==> src/rtl/serial_addsub4_if.sv <==
// Operand/result bundle for the bit-serial add/sub sequencer.
// Master supplies operands and start; slave returns status and result.
interface serial_addsub4_if #(
    parameter int WIDTH = 4
);
    logic             start;
    logic             mode;
    logic [WIDTH-1:0] a;
    logic [WIDTH-1:0] b;
    logic             busy;
    logic             done;
    logic [WIDTH-1:0] sum;
    logic             cout;
    logic             ovf;

    modport master (
        output start, mode, a, b,
        input  busy, done, sum, cout, ovf
    );

    modport slave (
        input  start, mode, a, b,
        output busy, done, sum, cout, ovf
    );
endinterface

==> src/rtl/serial_addsub4.sv <==
// Bit-serial WIDTH-bit adder/subtractor: one full-adder slice, LSB first.
// Result, carry and signed overflow register on the final bit's edge.
module serial_addsub4 #(
    parameter int WIDTH = 4
) (
    input  logic               clk,
    input  logic               rst,
    serial_addsub4_if.slave    bus
);
    localparam int CW = $clog2(WIDTH);

    typedef enum logic [1:0] {
        IDLE,
        RUN,
        DONE
    } state_t;

    state_t           state;
    logic [WIDTH-1:0] sa;
    logic [WIDTH-1:0] sb;
    logic [WIDTH-2:0] sr;
    logic [CW-1:0]    cnt;
    logic             mode_q;
    logic             carry;

    logic             b_eff;
    logic             s_bit;
    logic             c_next;
    logic [WIDTH-1:0] sr_next;
    logic             last;

    // Single slice: B true/complement select, full adder, result shift-in
    always_comb begin
        b_eff   = sb[0] ^ mode_q;
        s_bit   = sa[0] ^ b_eff ^ carry;
        c_next  = (sa[0] & b_eff) | (sa[0] & carry) | (b_eff & carry);
        sr_next = {s_bit, sr};
        last    = (cnt == CW'(WIDTH - 1));
    end

    // Sequencer: accept start, shift one bit per clock, publish result
    always_ff @(posedge clk) begin
        if (rst) begin
            state    <= IDLE;
            sa       <= '0;
            sb       <= '0;
            sr       <= '0;
            cnt      <= '0;
            mode_q   <= 1'b0;
            carry    <= 1'b0;
            bus.busy <= 1'b0;
            bus.done <= 1'b0;
            bus.sum  <= '0;
            bus.cout <= 1'b0;
            bus.ovf  <= 1'b0;
        end else begin
            bus.done <= 1'b0;
            unique case (state)
                IDLE, DONE: begin
                    if (bus.start) begin
                        sa       <= bus.a;
                        sb       <= bus.b;
                        mode_q   <= bus.mode;
                        carry    <= bus.mode;
                        sr       <= '0;
                        cnt      <= '0;
                        bus.busy <= 1'b1;
                        state    <= RUN;
                    end else begin
                        state    <= IDLE;
                    end
                end
                RUN: begin
                    carry <= c_next;
                    sa    <= sa >> 1;
                    sb    <= sb >> 1;
                    sr    <= sr_next[WIDTH-1:1];
                    cnt   <= cnt + CW'(1);
                    if (last) begin
                        bus.sum  <= sr_next;
                        bus.cout <= c_next;
                        bus.ovf  <= carry ^ c_next;
                        bus.busy <= 1'b0;
                        bus.done <= 1'b1;
                        state    <= DONE;
                    end
                end
                default: begin
                    bus.busy <= 1'b0;
                    state    <= IDLE;
                end
            endcase
        end
    end
endmodule

==> src/flat_wrapper.sv <==
// flat-port wrapper written by rule: the top's interface ports become plain ports
module serial_addsub4_flat 
#(
    parameter int WIDTH = 4
)
  (clk, rst, bus_start, bus_mode, bus_a, bus_b, bus_busy, bus_done, bus_sum, bus_cout, bus_ovf);
  serial_addsub4_if #(.WIDTH(WIDTH)) bus_i ();
  input  logic clk;
  input  logic rst;
  input wire logic [$bits(bus_i.start)-1:0] bus_start;
  input wire logic [$bits(bus_i.mode)-1:0] bus_mode;
  input wire logic [$bits(bus_i.a)-1:0] bus_a;
  input wire logic [$bits(bus_i.b)-1:0] bus_b;
  output wire logic [$bits(bus_i.busy)-1:0] bus_busy;
  output wire logic [$bits(bus_i.done)-1:0] bus_done;
  output wire logic [$bits(bus_i.sum)-1:0] bus_sum;
  output wire logic [$bits(bus_i.cout)-1:0] bus_cout;
  output wire logic [$bits(bus_i.ovf)-1:0] bus_ovf;
  assign bus_i.start = bus_start;
  assign bus_i.mode = bus_mode;
  assign bus_i.a = bus_a;
  assign bus_i.b = bus_b;
  assign bus_busy = bus_i.busy;
  assign bus_done = bus_i.done;
  assign bus_sum = bus_i.sum;
  assign bus_cout = bus_i.cout;
  assign bus_ovf = bus_i.ovf;
  serial_addsub4 #(.WIDTH(WIDTH)) u_core (.clk(clk), .rst(rst), .bus(bus_i));
endmodule
==> config.mk <==
export PLATFORM = sky130hd
export DESIGN_NAME = serial_addsub4_flat
export DESIGN_NICKNAME = d
export VERILOG_FILES = /design/src/rtl/serial_addsub4_if.sv /design/src/rtl/serial_addsub4.sv /design/src/flat_wrapper.sv
export SDC_FILE = /design/constraint.sdc
export NUM_CORES = 1
export LEC_CHECK = 0
export CORE_MARGIN = 3
export CORE_UTILIZATION = 49
export CTS_CLUSTER_DIAMETER = 120
export DETAILED_ROUTE_END_ITERATION = 8
export GPL_TIMING_DRIVEN = 0
export PLACE_DENSITY = 0.77
export SLEW_MARGIN = 20
export SYNTH_ARGS = -nofsm -noshare
export SYNTH_HDL_FRONTEND = slang
export SYNTH_SLANG_ARGS = --single-unit
==> constraint.sdc <==
create_clock -name clk -period 1.7 [get_ports clk]
set_input_delay 0.255 -clock clk [delete_from_list [all_inputs] [get_ports clk]]
set_output_delay 0.255 -clock clk [all_outputs]
set_load 0.005 [all_outputs]
### Word level (Yosys, flattened, before mapping)

Index checks and enable logic that the tools add are counted.

| cells by class | value |
|---|---|
| add/sub/neg operators | 1 |
| bitwise gates (word level) | 10 |
| multiplexer cells | 17 |
| equality and inequality tests | 5 |
| reductions and logical operators | 8 |

Operators by type and width:

| kind | number |
|---|---|
| 4-bit case mux with 2 select lines | 2 |
| 4-bit 2-to-1 mux | 2 |
| 2-bit case mux with 2 select lines | 2 |
| 2-bit AND reduction | 4 |
| 3-bit case mux with 2 select lines | 1 |
| 1-bit 2-to-1 mux | 5 |
| 2-bit equality test, second input constant | 2 |
| 2-bit 2-to-1 mux | 2 |
| 1-bit case mux with 2 select lines | 2 |
| 2-bit OR reduction | 2 |
| 1-bit XOR | 4 |
| 1-bit bitwise AND | 3 |
| 3-bit 2-to-1 mux | 1 |
| 2-bit by 1-bit adder with 2-bit output, second input constant | 1 |
| 2-bit by 1-bit equality test with 1-bit output, second input constant | 1 |
| 2-bit logical NOT | 1 |
| 2-bit by 1-bit != test with 1-bit output, second input constant | 1 |
| 2-bit != test, second input constant | 1 |
| 1-bit OR | 2 |
| 2-bit nonzero test | 1 |
| 1-bit inverter | 1 |

| word-level totals | value |
|---|---|
| word-level logic and storage cells | 53 |
| output and inout bits | 8 |
| bits in registers | 25 |
| input bits | 12 |

### Logic depth before layout (Yosys ltp)

Gate-level depths: netlist of the first run.

| logic depth | value |
|---|---|
| word-level depth | 5 |
| depth in mapped cells | 5 |
| gate-level depth less buffers | 5 |

### Worst setup path before layout of the first run

Ideal clock, no wire load.

| timing | value |
|---|---|
| path type | register -> register |
| from | reg u_core.carry |
| to | reg u_core.bus.ovf |
| setup time | 0.117 ns |
| data required time | 1.583 ns |
| stages on the path, launching flop included | 6 |
| path slack | 0.428 ns |
| buffers on the path | 0 |
| arrival | 1.155 ns |
| period minus slack after synthesis | 1.272 ns |
| cells stage by stage | dfxtp_1 -> inv_1 -> fa_1 -> xnor2_1 -> mux2i_1 -> nor2_1 |

| between the ends | value |
|---|---|
| word-level cells in the longest chain between the ends | 4 |
| elaborated cells between the ends (all ways) | 5 |
| classes of those cells | bitwise (5) |

Ends and longest elaborated chain:

| what | RTL line | source |
|---|---|---|
| start, declared | serial_addsub4.sv:24 | `logic carry;` |
| start signal, assigned | serial_addsub4.sv:64 | `carry <= bus.mode;` |
| start signal, assigned | serial_addsub4.sv:74 | `carry <= c_next;` |
| 1-bit bitwise AND | serial_addsub4.sv:36 | `c_next = (sa[0] & b_eff) \| (sa[0] & carry) \| (b_eff & carry);` |
| 1-bit OR (2 in a row) | serial_addsub4.sv:36 |  |
| 1-bit XOR (*) | serial_addsub4.sv:82 | `bus.ovf <= carry ^ c_next;` |
| end signal, assigned | serial_addsub4.sv:82 |  |
| end, declared | serial_addsub4_if.sv:23 | `output busy, done, sum, cout, ovf` |

Mark *: on every way between the ends. The rest lies on a longest branch, timed or not.
A chain may end at the register's enable or synchronous reset.

### Worst setup path after layout of the first run

| timing | value |
|---|---|
| from | reg u_core.bus.busy |
| to | out bus_busy |

RTL lines:

| what | RTL line | source |
|---|---|---|
| start, declared | serial_addsub4_if.sv:23 |  |
| start signal, assigned | serial_addsub4.sv:51 | `bus.busy <= 1'b0;` |
| start signal, assigned | serial_addsub4.sv:67 | `bus.busy <= 1'b1;` |
| start signal, assigned | serial_addsub4.sv:83 | `bus.busy <= 1'b0;` |
| end, declared | flat_wrapper.sv:14 | `output wire logic [$bits(bus_i.busy)-1:0] bus_busy;` |

No word-level cell between the ends.

==> impl_metrics.csv, run 1 <==
group,metric,value,unit
outcome,outcome,"complete, no violations",
setup_path,setup.worst_path.class,"flop to output pin",
placement,gpl.final_weighted_congestion,0.7692,
floorplan,floorplan.io_pins,20,
route,routed-wl-met3,89,µm
logic_synthesis,synthCells,109,
route,dr.max_layer_used,"met4",
cells_and_area,finish.utilization,67.69,%
logic_synthesis,synth_xor_xnor_area_share,1.739,%
global_routing,grt_overflow_total,0,
logic_synthesis,netlist_top_cells_area,"dfxtp_1, a21oi_1, nor3_1, mux2i_1, nand3_1",
route,number_of_iterations_in_the_first_detailed_routing_pass,4,
power_and_ir_drop,internal_power,797.3,µW
power_and_ir_drop,combinational_power_share,16.5,%
route,met2_length,995,µm
clock_tree,clock_tree_from_tritoncts,"done",
floorplan,initial_standard_cell_utilization_of_the_core,54.76,%
power_and_ir_drop,p_sw,265.6,µW
power_and_ir_drop,netSwitchingFraction,24.99,%
setup_path,highest_delay_cell_along_the_critical_path,"clkdlybuf4s50_1",
timing,timing.final.crit_period,1.426,ns
timing,finalMaxSlewViolations,0,
timing,final_worst_path_cycle_share,83.89,%
min_path,timing.hold.worst.class,"input pin to flop",
timing,report.final.hold_viol_count,0,
logic_synthesis,avgSynthCellArea,9.241,µm²
setup_path,critical_path.top_delay_family,"buffers and inverters",
clock_tree,cts_root_buf,"clkbuf_4",
logic_synthesis,synth-compound-area-share,13.79,%
power_and_ir_drop,cellLeakagePower,0.4438,nW
logic_synthesis,post_synth_instance_area,1007,µm²
cells_and_area,finish.net_count,146,
logic_synthesis,yosys_cell_types,24,
logic_synthesis,synth-seq-area-share,49.69,%
logic_synthesis,syn_nets,123,
route,routed_wirelength,2.006,mm
setup_path,r2r-end,"u_core.bus.ovf$_SDFFE_PP0P_",
global_routing,antenna_found_initial,0,
logic_synthesis,number_of_enable_flip_flop_cells_after_synthesis,0,
timing,slew-limit-headroom,68.70,%
cells_and_area,fillerInstances,161,
logic_synthesis,synth_simple_gate_area_share,20.37,%
setup_path,reg_to_reg_critical_path_startpoint,"u_core.carry$_SDFFE_PP0P_",
placement,dpl.hpwl,1.453,mm
floorplan,dieWidth,51.34,µm
timing,fmax,701.2,MHz
global_routing,grt_util_all_layers,17.23,%
route,routed_wire_length_per_instance,12.86,µm
power_and_ir_drop,clock_power_share,23.7,%
route,antenna_left,0,
clock_tree,cts_repair_resize_count,0,
cells_and_area,layout-drive-gt1-share,9.160,%
floorplan,design.die.area,2636,µm²
clock_tree,cts_sinks,25,
clock_tree,clk_pin_slew,0.12,ns
setup_path,crit_chain,"clkdlybuf4s50_1",
logic_synthesis,synth_top_flop_cell,"dfxtp_1",
route,wirelength_met1,884,µm
clock_tree,numCtsBuffers,3,
min_path,hold_path_startpoint,"rst",
power_and_ir_drop,power_density,853.8,nW/µm²
timing,final_worst_clock_skew,0.003544,ns
clock_tree,hold_buffers,0,
route,via_count,841,
setup_path,timing.critical_path.from_type,"flop",
cells_and_area,antenna_cells_inserted,0,
setup_path,count_of_cells_along_the_worst_register_to_register_path,5,
cells_and_area,layout-area-overhead-vs-synth,23.60,%
flow_run,maxCapViolations,0,
setup_path,critical-path-max-stage-delay,0.51,ns
logic_synthesis,synth.mux.area_fraction,3.975,%
power_and_ir_drop,peakVddDrop,0.5403,mV
clock_tree,cts_htree_levels,1,
route,drt_first_iter_violations,22,
floorplan,fp.dieH,51.34,µm
logic_synthesis,synth_top_cell_by_area,"dfxtp_1",
clock_tree,post_cts_setup_buffer_count,0,
placement,buffer_ports.inserted,18,
logic_synthesis,synth-adder-area-share,3.230,%
logic_synthesis,synth.top_cell.area_share,49.69,%
setup_path,r2r_setup_slack,0.33,ns
setup_path,crit_buf_inv,1,
floorplan,std_cell_rows,15,
clock_tree,worstSkewPairLatency,0.31,ns
power_and_ir_drop,part_of_the_power_in_registers,59.8,%
timing,rsz0062_at_grt,"no",
logic_synthesis,postSynth.asyncResetShare,0,%
floorplan,design.core.area,1839,µm²
global_routing,first_global_vias,812,
timing,worst_slew_pin_slew,0.4695,ns
route,via_per_inst,5.391,
setup_path,cp_max_fo,2,
timing,fin_setup_tns,0,ns
setup_path,crit_path_end_kind,"output pin",
clock_tree,clockBufferDepth,2,
min_path,whs_path_depth,2,
setup_path,cp.required,1.44,ns
min_path,worst_hold_path.endpoint,"u_core.bus.done$_SDFF_PP0_",
logic_synthesis,yosysWarnings,0,
setup_path,arrival,1.17,ns
global_routing,wire_length_of_the_first_global_routing_pass,3.394,mm
logic_synthesis,synth_top_family_by_area,"simple AND/OR/NAND/NOR gates",
timing,finalSetupViolations,0,
route,detail_route.drc_violations,0,
global_routing,largest_net_degree_at_the_start_of_global_routing,14,
logic_synthesis,postSynthRegisterBits,25,
## state kept, by name, summed over array words and instances, names as in the netlist
register and count:
u_core.bus.cout 1, u_core.bus.ovf 1, u_core.mode_q 1, u_core.state 2, u_core.cnt 2, u_core.sa 4
u_core.sb 4, u_core.sr 3, u_core.bus.busy 1, u_core.bus.sum 4, u_core.carry 1, u_core.bus.done 1
## worst max-delay path by stage
| stage | start | end | depth (start not counted) |
|---|---|---|---|
| 6_report | u_core.bus.busy$_SDFFE_PP0P_ | bus_busy | 1 |
| 5_1_grt | u_core.bus.busy$_SDFFE_PP0P_ | bus_busy | 1 |
| 4_1_cts | u_core.bus.busy$_SDFFE_PP0P_ | bus_busy | 1 |
| 3_5_place_dp | bus_start | u_core.sr[2]$_SDFFE_PP0P_ | 6 |
| 3_3_place_gp | bus_start | u_core.sa[3]$_SDFFE_PP0P_ | 6 |
| 2_1_floorplan | u_core.carry$_SDFFE_PP0P_ | u_core.bus.ovf$_SDFFE_PP0P_ | 5 |
## power by group through the flow
stage | clock network, mW | logic [mW] | registers [mW]
3_5_place_dp | 0 | 0.174 | 0.649
4_1_cts | 0.261 | 0.176 | 0.635
3_3_place_gp | 0 | 0.170 | 0.647
5_1_grt | 0.276 | 0.191 | 0.641
6_report | 0.252 | 0.175 | 0.636
2_1_floorplan | 0 | 0.120 | 0.644
## stage by stage
stage | std cells | power, mW | hold WS (ns) | area, µm² | setup slack [ns]
finish | 156 | 1.063 | 0.2632 | 1245 | 0.2739
CTS | 156 | 1.072 | 0.2617 | 1245 | 0.2571
detailed placement | 152 | 0.8227 | 0.4669 | 1219 | 0.3263
floorplan | 109 | 0.7640 | 0.3910 | 1007 | 0.4280
global route | 156 | 1.108 | 0.3061 | 1245 | 0.2225
global placement | 152 | 0.8175 | 0.4559 | 1219 | 0.3404
## final cells by class
| class | count | area (µm²) | share of cell area (%) |
|---|---|---|---|
| well taps | 25 | 31.28 | 2.513 |
| inverters | 2 | 7.507 | 0.6030 |
| repair buffers | 18 | 180.2 | 14.47 |
| clock buffers | 4 | 26.28 | 2.111 |
| flip-flops and latches | 25 | 500.5 | 40.20 |
| plain buffers | 10 | 65.06 | 5.226 |
| multi-input cells | 72 | 434.2 | 34.87 |
## metal layers
| metal | vias up | global-route usage (%) |
|---|---|---|
| li1 | 423 | - |
| met1 | 394 | 20.87 |
| met2 | 19 | 29.18 |
| met3 | 5 | 2.624 |
| met4 | 0 | 9.170 |
| met5 | - | 0 |
## kinds of logic (layout without fill, tap and decap cells)
logic type      after synthesis  after routing
simple gates                 42             42
flops                        25             25
compound gates               22             22
buf+inv                      12             34
mux                           4              4
fa+ha+maj                     2              2
xor+xnor                      2              2
## synth_stat cells (all sizes together), types with 4 or more instances
library cell and instances:
nor2b 4, o22ai 6, buf 8, nor2 8, nand2b 4, nand3 8
mux2i 4, nand2 7, nor3 10, dfxtp 25, a21oi 10
## cells in the final DEF, fill, tap and decap left out, types with 4 or more instances in the layout
cell type        instances
a21oi_1                 10
buf_2                    4
nand3_1                  8
dfxtp_1                 25
nor2b_1                  4
nor3_1                  10
mux2i_1                  4
nand2b_1                 4
clkdlybuf4s50_1         18
nor2_1                   8
o22ai_1                  6
nand2_1                  7
Note: power is estimated with default switching activity, not from simulation.
==> inputs of run 2 (changes only) <==
Settings changed: CORE_ASPECT_RATIO set to 1.75, CORE_UTILIZATION 49 to 44, PLACE_DENSITY 0.77 to 0.74.
Clock period 1.7 ns to 1.3 ns, I/O delays scaled along.
==> run 2 against run 1 <==
  * The flow now finishes with violations (setup timing)
  * Clock skew increased by 0.0013 ns
  * Combinational power rose by 39%
  * Wire length grew 2.3%
  * Cell count down 0.64%
  * Largest cell class unchanged
==> impl_metrics.csv, run 2 (synthesis results as in run 1) <==
group,metric,value,unit
power_and_ir_drop,netSwitchingFraction,25.51,%
clock_tree,post_cts_setup_buffer_count,0,
power_and_ir_drop,power,1.412,mW
timing,report.final.hold_viol_count,0,
clock_tree,clock_tree_from_tritoncts,"done",
power_and_ir_drop,combinational_power_share,17.3,%
power_and_ir_drop,internal_power,1.052,mW
placement,buffer_ports.inserted,18,
timing,fmax,762.4,MHz
clock_tree,cts_repair_resize_count,22,
floorplan,dieWidth,42.17,µm
setup_path,cp.required,1.50,ns
min_path,hold_path_startpoint,"rst",
global_routing,grt_overflow_total,0,
setup_path,crit_path_end_kind,"flop",
power_and_ir_drop,p_sw,360.1,µW
route,antenna_left,0,
power_and_ir_drop,peakVddDrop,0.6649,mV
outcome,violations,"setup timing",
cells_and_area,layout-drive-gt1-share,21.37,%
route,routed_wire_length_per_instance,13.24,µm
floorplan,initial_standard_cell_utilization_of_the_core,46.91,%
timing,rsz0062_at_grt,"yes",
timing,finalSetupViolations,1,
cells_and_area,layout-area-overhead-vs-synth,26.46,%
setup_path,r2r_setup_slack,-0.01,ns
placement,dpl_worst_slack,-0.04751,ns
setup_path,crit_chain,"xnor2_2 -> fa_2 -> nand2b_4 -> a21oi_2",
outcome,outcome,"finished, violations left",
cells_and_area,layout.cells.most_common,"dfxtp_1",
cells_and_area,antenna_cells_inserted,0,
route,via_per_inst,5.529,
power_and_ir_drop,power_density,1109,nW/µm²
route,wirelength_met1,837,µm
floorplan,fp.dieH,69.29,µm
route,dr.max_layer_used,"met4",
clock_tree,worstSkewPairLatency,0.31,ns
power_and_ir_drop,cellLeakagePower,0.4989,nW
setup_path,critical_path.top_delay_family,"adder cells",
power_and_ir_drop,clock_power_share,23.6,%
floorplan,design.core.area,2147,µm²
global_routing,wire_length_of_the_first_global_routing_pass,3.408,mm
cells_and_area,multi_input_comb_area,455.4,µm²
min_path,whs_path_depth,2,
global_routing,first_global_vias,798,
clock_tree,numCtsBuffers,3,
route,number_of_iterations_in_the_first_detailed_routing_pass,4,
route,detail_route.drc_violations,0,
min_path,worst_hold_path.endpoint,"u_core.bus.done$_SDFF_PP0_",
route,via_count,857,
min_path,timing.hold.worst.class,"input pin to flop",
global_routing,largest_net_degree_at_the_start_of_global_routing,15,
timing,final_worst_path_cycle_share,100.9,%
timing,fin_setup_tns,-0.01169,ns
route,routed-wl-met3,102,µm
cells_and_area,finalInstanceArea,1274,µm²
cells_and_area,area.sequential,514.2,µm²
setup_path,cp_max_fo,2,
setup_path,count_of_cells_along_the_worst_register_to_register_path,4,
floorplan,floorplan.io_pins,20,
setup_path,crit_buf_inv,0,
placement,dpl_cell_area,1217,µm²
clock_tree,cts_htree_levels,1,
placement,gpl.final_weighted_congestion,0.7262,
timing,timing.final.crit_period,1.312,ns
route,drt_first_iter_violations,20,
clock_tree,clockBufferDepth,2,
clock_tree,clk_pin_slew,0.13,ns
floorplan,std_cell_rows,22,
clock_tree,hold_buffers,0,
setup_path,setup.worst_path.class,"flop to flop",
timing,final_worst_clock_skew,0.004844,ns
cells_and_area,commonest_cells_after_routing_fill_and_taps_aside,"dfxtp_1, dfxtp_2, nor3_1, clkdlybuf4s50_1, a21oi_1",
global_routing,grt_util_all_layers,14.45,%
timing,post-route-worst-setup-slack,-0.01169,ns
clock_tree,cts_root_buf,"clkbuf_4",
global_routing,antenna_found_initial,0,
route,routed_wirelength,2.052,mm
timing,timing.hold.ws,0.2159,ns
setup_path,highest_delay_cell_along_the_critical_path,"fa_2",
power_and_ir_drop,part_of_the_power_in_registers,59.1,%
clock_tree,cts_sinks,25,
setup_path,reg_to_reg_critical_path_startpoint,"u_core.sb[0]$_SDFFE_PP0P_",
flow_run,maxCapViolations,0,
setup_path,timing.critical_path.from_type,"flop",
setup_path,arrival,1.51,ns
cells_and_area,largest_registers,"u_core.bus.sum (4), u_core.sa (4), u_core.sb (4)",
timing,finalMaxSlewViolations,0,
cells_and_area,finish.net_count,146,
setup_path,critical-path-max-stage-delay,0.54,ns
placement,dpl.hpwl,1.426,mm
floorplan,design.die.area,2922,µm²
timing,slew-limit-headroom,65.96,%
cells_and_area,final_cells,155,
timing,worst_slew_pin_slew,0.5106,ns
setup_path,r2r-end,"u_core.sr[2]$_SDFFE_PP0P_",
cells_and_area,finish.utilization,59.32,%
cells_and_area,fillerInstances,211,
route,met2_length,1.064,mm
placement,place.detailed.instances,151,
## run 2: changes by cell type in the layout (fill, tap and decap cells not counted), sizes merged
cell / delta
dlygate4sd2: +8
clkbuf: -1
clkinv: +1
clkdlybuf4s50: -8
## run 2: power by group through the flow
stage,Combinational [mW],Clock (mW),Sequential (mW)
floorplan,0.157,0,0.842
global placement,0.225,0,0.846
detailed placement,0.229,0,0.848
CTS,0.248,0.345,0.834
global route,0.273,0.373,0.839
finish,0.244,0.333,0.835
## run 2: worst max-delay path by stage
stage | startpoint | endpoint | depth (start not counted)
after floorplan | u_core.carry$_SDFFE_PP0P_ | u_core.bus.ovf$_SDFFE_PP0P_ | 5
after global placement | u_core.carry$_SDFFE_PP0P_ | u_core.bus.ovf$_SDFFE_PP0P_ | 5
after detailed placement | u_core.carry$_SDFFE_PP0P_ | u_core.bus.ovf$_SDFFE_PP0P_ | 5
after CTS | u_core.mode_q$_SDFFE_PP0P_ | u_core.sr[2]$_SDFFE_PP0P_ | 4
after global routing | u_core.mode_q$_SDFFE_PP0P_ | u_core.sr[2]$_SDFFE_PP0P_ | 4
final | u_core.sb[0]$_SDFFE_PP0P_ | u_core.sr[2]$_SDFFE_PP0P_ | 4
## run 2: final cells by class
| type | instances | area share (%) |
|---|---|---|
| sequential | 25 | 40.37 |
| multi-input combinational | 72 | 35.76 |
| clock buffer | 3 | 1.768 |
| timing repair buffer | 18 | 13.36 |
| clock inverter | 1 | 0.3929 |
| buffer | 10 | 5.403 |
| inverter | 2 | 0.5894 |
| tap | 24 | 2.358 |
## run 2: worst reg2reg max path, stage by stage (launching register included)
cell,delay (ns)
dfxtp_2,0.36
xnor2_2,0.13
fa_2,0.54
nand2b_4,0.12
a21oi_2,0.04
## run 2: per-layer routing
metal / GRT usage (%) / vias up
met5: 0 / -
met4: 7.958 / 0
met3: 2.078 / 5
met2: 24.79 / 27
met1: 16.50 / 401
li1: - / 424
==> inputs of run 3 (changes only) <==
Settings changed: CAP_MARGIN set to 20, CORE_ASPECT_RATIO 1.75 to 0.8.
==> run 3 against run 2 <==
  * The run still ends with setup timing left
  * Critical path depth stayed put
  * Global-route usage is 0.80 points higher
  * Wire length is 4.0% higher
  * Power is 1.3% higher
  * Non-clock buffer count stayed put
  * First-iteration DRC count is 45% lower
  * Final area is 1.2% higher
  * Via count is 3.0% lower
==> impl_metrics.csv, run 3 (synthesis results as in run 1) <==
group,metric,value,unit
timing,finalMaxSlewViolations,0,
setup_path,crit_path_end,"u_core.sr[2]$_SDFFE_PP0P_",
floorplan,std_cell_rows,14,
timing,slew-limit-headroom,60.80,%
route,via_count,831,
cells_and_area,final_cells,155,
route,drt_first_iter_violations,11,
cells_and_area,finish.utilization,63.98,%
setup_path,crit_path_end_kind,"flop",
clock_tree,clk_pin_slew,0.14,ns
clock_tree,clockBufferDepth,2,
global_routing,largest_net_degree_at_the_start_of_global_routing,15,
global_routing,antenna_found_initial,0,
cells_and_area,layout-area-overhead-vs-synth,27.95,%
route,via_per_inst,5.361,
setup_path,reg_to_reg_critical_path_startpoint,"u_core.sb[0]$_SDFFE_PP0P_",
setup_path,timing.critical_path.from_type,"flop",
power_and_ir_drop,peakVddDrop,0.8006,mV
cells_and_area,layout-drive-gt1-share,24.43,%
cells_and_area,commonest_cells_after_routing_fill_and_taps_aside,"dfxtp_1, dfxtp_2, nor3_1, clkdlybuf4s50_1, a21oi_1",
clock_tree,post_cts_setup_buffer_count,0,
clock_tree,cts_sinks,25,
route,number_of_iterations_in_the_first_detailed_routing_pass,6,
power_and_ir_drop,clock_power_share,23.7,%
timing,worst_slew_pin_slew,0.5880,ns
route,antenna_left,0,
placement,gpl.final_weighted_congestion,0.7445,
setup_path,r2r-end,"u_core.sr[2]$_SDFFE_PP0P_",
power_and_ir_drop,p_sw,371.5,µW
floorplan,design.core.area,2014,µm²
setup_path,r2r_setup_slack,-0.03,ns
outcome,violations,"setup timing",
setup_path,arrival,1.54,ns
clock_tree,cts_htree_levels,1,
setup_path,cp.required,1.50,ns
power_and_ir_drop,netSwitchingFraction,25.98,%
floorplan,floorplan.io_pins,20,
cells_and_area,finish.net_count,146,
clock_tree,numCtsBuffers,3,
cells_and_area,layout.cells.most_common,"dfxtp_1",
power_and_ir_drop,part_of_the_power_in_registers,58.6,%
route,detail_route.drc_violations,0,
timing,report.final.hold_viol_count,0,
timing,post-route-worst-setup-slack,-0.03479,ns
power_and_ir_drop,power_density,1109,nW/µm²
min_path,timing.hold.worst.class,"input pin to flop",
timing,finalSetupViolations,2,
setup_path,cp_max_fo,2,
outcome,outcome,"finished, violations left",
floorplan,design.die.area,2903,µm²
clock_tree,worstSkewPairLatency,0.32,ns
timing,timing.final.crit_period,1.335,ns
clock_tree,clock_tree_from_tritoncts,"done",
timing,fin_setup_tns,-0.03616,ns
flow_run,maxCapViolations,0,
timing,rsz0062_at_grt,"yes",
power_and_ir_drop,internal_power,1.058,mW
global_routing,wire_length_of_the_first_global_routing_pass,3.367,mm
cells_and_area,antenna_cells_inserted,0,
placement,place.detailed.instances,151,
placement,dpl.hpwl,1.512,mm
route,routed_wire_length_per_instance,13.77,µm
global_routing,grt_overflow_total,0,
floorplan,dieWidth,59.49,µm
setup_path,count_of_cells_along_the_worst_register_to_register_path,4,
placement,buffer_ports.inserted,18,
setup_path,setup.worst_path.class,"flop to flop",
placement,dpl_cell_area,1217,µm²
global_routing,first_global_vias,755,
clock_tree,cts_root_buf,"clkbuf_4",
cells_and_area,largest_registers,"u_core.bus.sum (4), u_core.sa (4), u_core.sb (4)",
floorplan,initial_standard_cell_utilization_of_the_core,50.00,%
route,routed_wirelength,2.134,mm
floorplan,fp.dieH,48.80,µm
global_routing,grt_util_all_layers,15.25,%
setup_path,crit_start,"u_core.sb[0]$_SDFFE_PP0P_",
cells_and_area,finalInstanceArea,1289,µm²
timing,fmax,749.2,MHz
timing,final_worst_clock_skew,0.01142,ns
cells_and_area,fillerInstances,182,
power_and_ir_drop,combinational_power_share,17.7,%
power_and_ir_drop,cellLeakagePower,0.5047,nW
timing,final_worst_path_cycle_share,102.7,%
==> run 3: changes by cell type in the layout (fill, tap and decap cells not counted) <==
cell,before,now
xnor2_2,1,2
a211oi_2,0,1
inv_2,0,1
ha_1,1,0
xnor2_1,1,0
ha_2,0,1
inv_1,2,1
a211oi_1,2,1
==> run 3: layout make-up <==
cell class,count,area [µm²],area share (%)
Buffer,10,68.82,5.340
Clock buffer,3,22.52,1.748
Clock inverter,1,5.005,0.3883
Inverter,2,7.507,0.5825
Multi-Input combinational cell,72,470.5,36.50
Sequential cell,25,514.2,39.90
Tap cell,24,30.03,2.330
Timing Repair Buffer,18,170.2,13.20
==> run 3: how the worst min path moves through the flow <==
stage | end | from | cells after the start | slack (ns)
CTS | u_core.bus.done$_SDFF_PP0_ | rst | 2 | 0.19
floorplan | u_core.mode_q$_SDFFE_PP0P_ | bus_mode | 2 | 0.33
detailed placement | u_core.sr[0]$_SDFFE_PP0P_ | u_core.sr[0]$_SDFFE_PP0P_ | 2 | 0.46
finish | u_core.bus.done$_SDFF_PP0_ | rst | 2 | 0.19
global route | u_core.bus.done$_SDFF_PP0_ | rst | 2 | 0.19
global placement | u_core.mode_q$_SDFFE_PP0P_ | u_core.mode_q$_SDFFE_PP0P_ | 2 | 0.45
==> run 3: routing by layer <==
layer / track usage (%) / vias up / routed length, µm
met5: 0 / - / 0
met4: 3.321 / 0 / 10
met3: 5.820 / 2 / 131
met2: 24.18 / 16 / 1012
met1: 19.54 / 388 / 979
li1: - / 425 / -
==> run 3: repair_timing <==
| action | in CTS | in global routing |
|---|---|---|
| endpoints found under the setup margin | 11 | 6 |
| cloned | 0 | 0 |
| resized for setup | 20 | 8 |
| pin swaps | 1 | 0 |
| hold buffers | 0 | 0 |
==> run 3: through the flow <==
| stage | hold slack, ns | power [mW] | worst slack [ns] |
|---|---|---|---|
| after floorplan | 0.3310 | 0.9991 | 0.02796 |
| after global placement | 0.4540 | 1.069 | -0.01863 |
| after detailed placement | 0.4632 | 1.075 | -0.03522 |
| after CTS | 0.1903 | 1.424 | -0.009556 |
| after global routing | 0.1885 | 1.524 | -0.06163 |
| final | 0.1900 | 1.430 | -0.03479 |
==> run 3: power by group through the flow <==
stage | Combinational, mW | Clock (mW) | Sequential (mW)
floorplan | 0.157 | 0 | 0.842
global placement | 0.223 | 0 | 0.846
detailed placement | 0.226 | 0 | 0.849
CTS | 0.231 | 0.357 | 0.835
global route | 0.282 | 0.400 | 0.843
finish | 0.253 | 0.339 | 0.837
==> run 3: worst max-delay path, stage by stage, from the launching register on <==
cell and delay [ns]:
dfxtp_2 0.36, xnor2_2 0.13, fa_2 0.55, nand2b_4 0.13, a21oi_2 0.04
